File: src/rtl/user_rq_arbiter.sv
// Packet-atomic round-robin arbiter that merges NUM_REQ AXI-S requester streams onto the PCIe RQ port.
// Optional per-requester completed-packet counters are enabled with `define USER_RQ_ARB_STATS_EN.
module user_rq_arbiter #(
    parameter int NUM_REQ             = 2,
    parameter int C_DATA_WIDTH        = 128,
    parameter int KEEP_WIDTH          = C_DATA_WIDTH / 32,
    parameter int AXI4_RQ_TUSER_WIDTH = 62
) (
    input  logic                                   user_clk,
    input  logic                                   reset_n,
    input  logic [NUM_REQ*C_DATA_WIDTH-1:0]        req_tdata,
    input  logic [NUM_REQ*KEEP_WIDTH-1:0]          req_tkeep,
    input  logic [NUM_REQ*AXI4_RQ_TUSER_WIDTH-1:0] req_tuser,
    input  logic [NUM_REQ-1:0]                     req_tlast,
    input  logic [NUM_REQ-1:0]                     req_tvalid,
    output logic [NUM_REQ-1:0]                     req_tready,
    output logic [C_DATA_WIDTH-1:0]                s_axis_rq_tdata,
    output logic [KEEP_WIDTH-1:0]                  s_axis_rq_tkeep,
    output logic [AXI4_RQ_TUSER_WIDTH-1:0]         s_axis_rq_tuser,
    output logic                                   s_axis_rq_tlast,
    output logic                                   s_axis_rq_tvalid,
    input  logic                                   s_axis_rq_tready,
    output logic [1:0]                             grant_id,
    output logic                                   arb_busy
`ifdef USER_RQ_ARB_STATS_EN
    ,
    output logic [NUM_REQ*16-1:0]                  pkt_count
`endif
);

    typedef enum logic {IDLE, BUSY} state_t;

    state_t                           r_state;
    state_t                           w_nextState;
    logic [1:0]                       r_rrPtr;
    logic [1:0]                       r_grant;
    logic [1:0]                       w_nextGrant;
    logic                             w_found;
    logic                             w_anyValid;
    logic                             w_ready;
    logic                             w_accept;

    logic [C_DATA_WIDTH-1:0]          w_selData;
    logic [KEEP_WIDTH-1:0]            w_selKeep;
    logic [AXI4_RQ_TUSER_WIDTH-1:0]   w_selUser;
    logic                             w_selLast;
    logic                             w_selValid;

    logic [C_DATA_WIDTH-1:0]          r_outData;
    logic [KEEP_WIDTH-1:0]            r_outKeep;
    logic [AXI4_RQ_TUSER_WIDTH-1:0]   r_outUser;
    logic                             r_outLast;
    logic                             r_outValid;

    // Rotating search starting just after the last served requester
    always_comb begin
        w_nextGrant = r_grant;
        w_found     = 1'b0;
        w_anyValid  = |req_tvalid;
        for (int k = 1; k <= NUM_REQ; k++) begin
            if (!w_found && req_tvalid[(int'(r_rrPtr) + k) % NUM_REQ]) begin
                w_found     = 1'b1;
                w_nextGrant = 2'((int'(r_rrPtr) + k) % NUM_REQ);
            end
        end
    end

    always_comb begin
        w_selData  = '0;
        w_selKeep  = '0;
        w_selUser  = '0;
        w_selLast  = 1'b0;
        w_selValid = 1'b0;
        for (int i = 0; i < NUM_REQ; i++) begin
            if (r_grant == 2'(i)) begin
                w_selData  = req_tdata[i*C_DATA_WIDTH +: C_DATA_WIDTH];
                w_selKeep  = req_tkeep[i*KEEP_WIDTH +: KEEP_WIDTH];
                w_selUser  = req_tuser[i*AXI4_RQ_TUSER_WIDTH +: AXI4_RQ_TUSER_WIDTH];
                w_selLast  = req_tlast[i];
                w_selValid = req_tvalid[i];
            end
        end
    end

    assign w_ready  = ~r_outValid | s_axis_rq_tready;
    assign w_accept = (r_state == BUSY) && w_selValid && w_ready;

    always_comb begin
        w_nextState = r_state;
        req_tready  = '0;
        case (r_state)
            IDLE: begin
                if (w_anyValid && w_found) begin
                    w_nextState = BUSY;
                end
            end
            BUSY: begin
                for (int i = 0; i < NUM_REQ; i++) begin
                    if (r_grant == 2'(i)) begin
                        req_tready[i] = w_ready;
                    end
                end
                if (w_accept && w_selLast) begin
                    w_nextState = IDLE;
                end
            end
            default: w_nextState = IDLE;
        endcase
    end

    // The output register holds its fields while stalled; only tvalid drops once drained
    always_ff @(posedge user_clk) begin
        if (!reset_n) begin
            r_state    <= IDLE;
            r_rrPtr    <= 2'(NUM_REQ - 1);
            r_grant    <= 2'd0;
            r_outData  <= '0;
            r_outKeep  <= '0;
            r_outUser  <= '0;
            r_outLast  <= 1'b0;
            r_outValid <= 1'b0;
        end else begin
            r_state <= w_nextState;
            if (r_state == IDLE && w_anyValid && w_found) begin
                r_grant <= w_nextGrant;
            end
            if (w_accept && w_selLast) begin
                r_rrPtr <= r_grant;
            end
            if (w_accept) begin
                r_outData  <= w_selData;
                r_outKeep  <= w_selKeep;
                r_outUser  <= w_selUser;
                r_outLast  <= w_selLast;
                r_outValid <= 1'b1;
            end else if (s_axis_rq_tready) begin
                r_outValid <= 1'b0;
            end
        end
    end

    assign s_axis_rq_tdata  = r_outData;
    assign s_axis_rq_tkeep  = r_outKeep;
    assign s_axis_rq_tuser  = r_outUser;
    assign s_axis_rq_tlast  = r_outLast;
    assign s_axis_rq_tvalid = r_outValid;
    assign grant_id         = r_grant;
    assign arb_busy         = (r_state == BUSY);

`ifdef USER_RQ_ARB_STATS_EN
    logic [NUM_REQ-1:0][15:0] r_pktCount;

    always_ff @(posedge user_clk) begin
        if (!reset_n) begin
            r_pktCount <= '0;
        end else begin
            for (int i = 0; i < NUM_REQ; i++) begin
                if (w_accept && w_selLast && r_grant == 2'(i)) begin
                    r_pktCount[i] <= r_pktCount[i] + 16'd1;
                end
            end
        end
    end

    assign pkt_count = r_pktCount;
`endif

endmodule
File: config.mk
export PLATFORM = sky130hd
export DESIGN_NAME = user_rq_arbiter
export DESIGN_NICKNAME = d
export VERILOG_FILES = /design/src/rtl/user_rq_arbiter.sv
export SDC_FILE = /design/constraint.sdc
export NUM_CORES = 1
export LEC_CHECK = 0
export ABC_AREA = 1
export ABC_CLOCK_PERIOD_IN_PS = 2300
export BUFFER_PORTS_ARGS = -buffer_cell sky130_fd_sc_hd__buf_2
export CORE_AREA = 3 3 228 230
export DETAILED_ROUTE_END_ITERATION = 8
export DIE_AREA = 0 0 231 233
export PLACE_DENSITY_LB_ADDON = 0.1
export SYNTH_ARGS = -nofsm -noshare
export SYNTH_HDL_FRONTEND = slang
export SYNTH_SLANG_ARGS = --single-unit
File: constraint.sdc
create_clock -name user_clk -period 2.3 [get_ports user_clk]
set_clock_uncertainty 0.05 [all_clocks]
set_input_delay 0.115 -clock user_clk [delete_from_list [all_inputs] [get_ports user_clk]]
set_output_delay 0.115 -clock user_clk [all_outputs]
set_load 0.02 [all_outputs]
# == After elaboration in Yosys (flattened, before gate mapping) ==
# Index checks and enable logic that the tools add are counted.
# word_totals
reg_bits,200
output_inout_bits,201
# classes
addsub,2
magnitude_cmp,2
n_eq_ne,1
mux,28
n_bitwise,5
reduce_logical,13
# ops
op,n
128-bit 2-to-1 mux,2
62-bit 2-to-1 mux,2
1-bit 2-to-1 mux,18
4-bit 2-to-1 mux,2
1-bit logical AND,7
2-bit by 3-bit less-than comparator with 1-bit output (second input constant),2
2-bit 2-to-1 mux,3
2-bit nonzero test,2
1-bit adder (second input constant),2
1-bit AND (first input constant),2
2-bit by 1-bit == test with 1-bit output (second input constant),1
2-bit zero test,1
1-bit NOT,2
1-bit one-hot mux with 2 select lines,1
2-bit AND reduction,1
2-bit OR reduction,1
1-bit zero test,1
1-bit bitwise OR,1

# == Longest topological paths before layout ==
# depth
word_depth,12
depth_mapped,8
ltp_nobuf,6

# == Worst setup path after synthesis ==
# No wires, ideal clock.
# synth_timing
path_type,register to output
from,register r_grant[0] (netlist: grant_id[0])
to,output req_tready[1]
arrival_ns,1.475
required_ns,2.135
setup_slack_ns,0.660
stages_incl_launch_ff,5
path_buffers,2
path_cell_list,dfxtp_1 buf_2 inv_2 clkbuf_1 nor3_1
# synth_between
elab_chain_len,3
# synth_lines
item,line_no,source
from (decl),36,logic [1:0] r_grant;
from (signal assigned),125,r_grant <= w_nextGrant;
2-bit by 1-bit == test with 1-bit output,99,if (r_grant == 2'(i)) begin
1-bit 2-to-1 mux,99,
2-bit 2-to-1 mux,91,case (r_state)
to (decl),16,"output logic [NUM_REQ-1:0] req_tready,"
# No other way between the ends.

# == Worst setup path after layout ==
# layout_timing
from,register r_grant[0] (netlist: grant_id[0])
to,register r_outData[26] (netlist: s_axis_rq_tdata[26])
# layout_between
elab_chain_len,5
# layout_lines
item,line_no,source
2-bit zero test,75,if (r_grant == 2'(i)) begin
1-bit 2-to-1 mux (2 in series),75,
1-bit logical AND (2 in series),86,assign w_accept = (r_state == BUSY) && w_selValid && w_ready;
to (signal assigned),131,r_outData <= w_selData;
to (decl),49,logic [C_DATA_WIDTH-1:0] r_outData;
# Several ways; a longest one is shown, not always the timed one.
# A chain may end at the register's enable or synchronous reset.

==> qor.yml <==
synth_seq_area_share: 0.431
dp.cells: 2679
rows: 82
holdPathEnd: "s_axis_rq_tuser[15]"
synth_top_family_by_area: "simple AND/OR/NAND/NOR gates"
hold_path_class: "in -> reg"
start_util: 0.185
cp-end-kind: "flip-flop"
rsz0062_at_grt: "false"
post_layout_nonfiller_instances: 3102
clock.fmax_ghz: 0.463
synth_compound_area_frac: 0.109
async_flop_share: 0
grtUsageTotal: 0.158
yosys_most_used_dff: "dfxtp_1"
core_sq_mm: 0.0501
die_width_microns: 231
cp_max_fo: 68
clock_latency_ns: 0.49
reg2reg_slack_ns: 0.14
dp_hpwl_mm: 30.9
cp.arrival_ns: 2.47
syn_nets: 1896
tns_ns: 0
rr_startpoint: "grant_id[0]"
post-cts-setup-buffers: 0
area_growth_syn_to_layout_pct: 87.8
syn_inst: 1501
slowest_stage: "dlygate4sd3_1"
ys_ff_latch: 199
tightest_slew_ns: 0.549
vdd_drop_max_v: 0.000561
slew_headroom: 0.634
portBuffers: 594
r2r_cells: 7
gp_congestion: 0.843
p_per_area_mw_per_mm2: 545
synth_area_leaders: "dfxtp_1 (43%), nand2_1 (40%), a21oi_1 (11%), buf_2 (3.2%), clkbuf_1 (1.7%)"
crit_chain: "clkinv_8 -> buf_12 -> nand2_1 -> nand2_1 -> dlygate4sd3_1 -> nand2_1 -> a21oi_1"
first_global_vias: 12600
grt_max_degree: 105
clkTransAtPathRegs_ns: 0.07
htreeDepth: 4
synth_edf_count: 0
antenna_left: 0
root_buffer: "clkbuf_16"
worst-path-buf-inv: 3
r2r-end: "s_axis_rq_tdata[26]"
cts_buffers: 17
path_depth: 7
num-fill-cells: 5542
maxCapViolations: 0
drt-initial-drc-count: 545
synth_mux_area_frac: 0
synthDistinctLibCells: 17
status: "complete, no violations"
post_synth.cell_area_avg_sq_um: 6.16
vias: 12600
post-route-period-util: 0.939
cts_sinks: 199
required_ns: 2.61
path_class: "reg -> reg"
ys_warn_count: 0
io_pins: 596
vias_per_cell: 4.05
clock_path_buffers: 2
min_period_ns: 2.16
path_delay_family: "buffers and inverters"
antenna_found_initial: 2
synth_fa_ha_area_frac: 0
synth_area_sq_mm: 0.00924
die_y_microns: 233
hold_depth: 5
drc_errors: 0
ys_top_cells_by_count: "nand2_1 (979), dfxtp_1 (199), a21oi_1 (198), buf_2 (59), clkbuf_1 (41)"
cp-start-kind: "flip-flop"
die_area_sq_mm: 0.0538
wl_per_cell_microns: 14.1
final_net_count: 2810
grt_pass1_wl_mm: 66.8
leakage_uw: 0.00862
drt-total-wl_mm: 43.8
synth_top_area_share: 0.431
crit_path_frequent_cell: "nand2_1"
synth_top_cell_by_area: "dfxtp_1"
drive_gt1_frac: 0.268
setup_viol: 0
drv_slew: 0
drt-pass1-iter-count: 5
critPathMaxStageDelay_ns: 0.55
yosysMostFrequentCell: "nand2_1"
min_from: "req_tuser[77]"
hold_viol_final: 0
synth-simple-area-share: 0.403
overflow: 0
synth_xor_area_frac: 0
tritoncts: "yes"
## metal layers
layer  share of wire  routed length [microns]  global-route usage
met5               0                        0                   0
met4           0.040                     1770              0.0813
met3           0.063                     2750              0.0458
met2            0.49                    21500               0.274
met1            0.41                    17800               0.175
## layout make-up
class / count / area (sq um) / share of cell area
well taps: 672 / 841 / 0.0485
multi-input cells: 1188 / 4740 / 0.273
clock buffers: 21 / 480 / 0.0277
flip-flops and latches: 199 / 3990 / 0.230
clock inverters: 11 / 97.6 / 0.00563
diodes: 2 / 5.00 / 0.000288
repair buffers: 1002 / 7150 / 0.412
inverters: 7 / 48.8 / 0.00281
## worst max path at each step
stage / from / endpoint / slack, ns
after floorplan: grant_id[0] / req_tready[1] / 0.66
after global placement: grant_id[0] / s_axis_rq_tuser[60] / 0.54
after detailed placement: grant_id[0] / s_axis_rq_tuser[60] / 0.51
after CTS: grant_id[0] / s_axis_rq_tuser[56] / 0.02
after global routing: grant_id[0] / s_axis_rq_tdata[55] / 0.03
final: grant_id[0] / s_axis_rq_tdata[26] / 0.14
## registers in the layout (all words and copies together), names as in the netlist
register,cells
s_axis_rq_tdata,128
r_rrPtr,1
arb_busy,1
s_axis_rq_tlast,1
s_axis_rq_tkeep,4
s_axis_rq_tvalid,1
s_axis_rq_tuser,62
grant_id,1
## timing repair
action                                  4_1_cts  5_1_grt
resized for setup                             0        2
hold buffers                                390        0
endpoints found under the hold margin       196        0
endpoints found under the setup margin        0       61
## cells by family after synthesis
family,count (synthesis)
compound gates,200
buf+inv,114
flops,199
simple gates,987
other cells,1
## worst min-delay path: stages
cell and delay [ns]:
buf_2 0.10, nand2_1 0.05, nand2_1 0.08, nand2_1 0.13, a21oi_1 0.07
## where the power goes
part | switching [uW] | internal [uW]
registers | 99.7 | 3650
clock network | 1450 | 1600
logic | 1360 | 1290
total | 2910 | 6540
## cell usage in the layout, fill, tap and decap left out, drive strengths merged
cell	n
a21oi	199
buf	612
bufinv	1
clkbuf	21
clkinv	9
clkinvlp	1
conb	1
dfxtp	199
diode	2
dlygate4sd3	390
inv	7
nand2	979
nand3	4
nand4	1
nor3	2
o21ai	1
or2	1
## per-stage QoR
| step | setup slack (ns) | hold WS (ns) | utilization | total power (uW) | instance area, sq um |
|---|---|---|---|---|---|
| floorplan | 0.660 | 0.149 | - | 4910 | 9240 |
| global placement | 0.537 | 0.309 | 0.257 | 5840 | 12900 |
| detailed placement | 0.512 | 0.307 | 0.257 | 5830 | 12900 |
| CTS | 0.0209 | 0.00865 | 0.346 | 9660 | 17300 |
| global route | 0.0283 | 0.0695 | 0.346 | 10000 | 17300 |
| finish | 0.141 | 0.0631 | 0.346 | 9450 | 17300 |
Power figures use the tool's default switching activity.
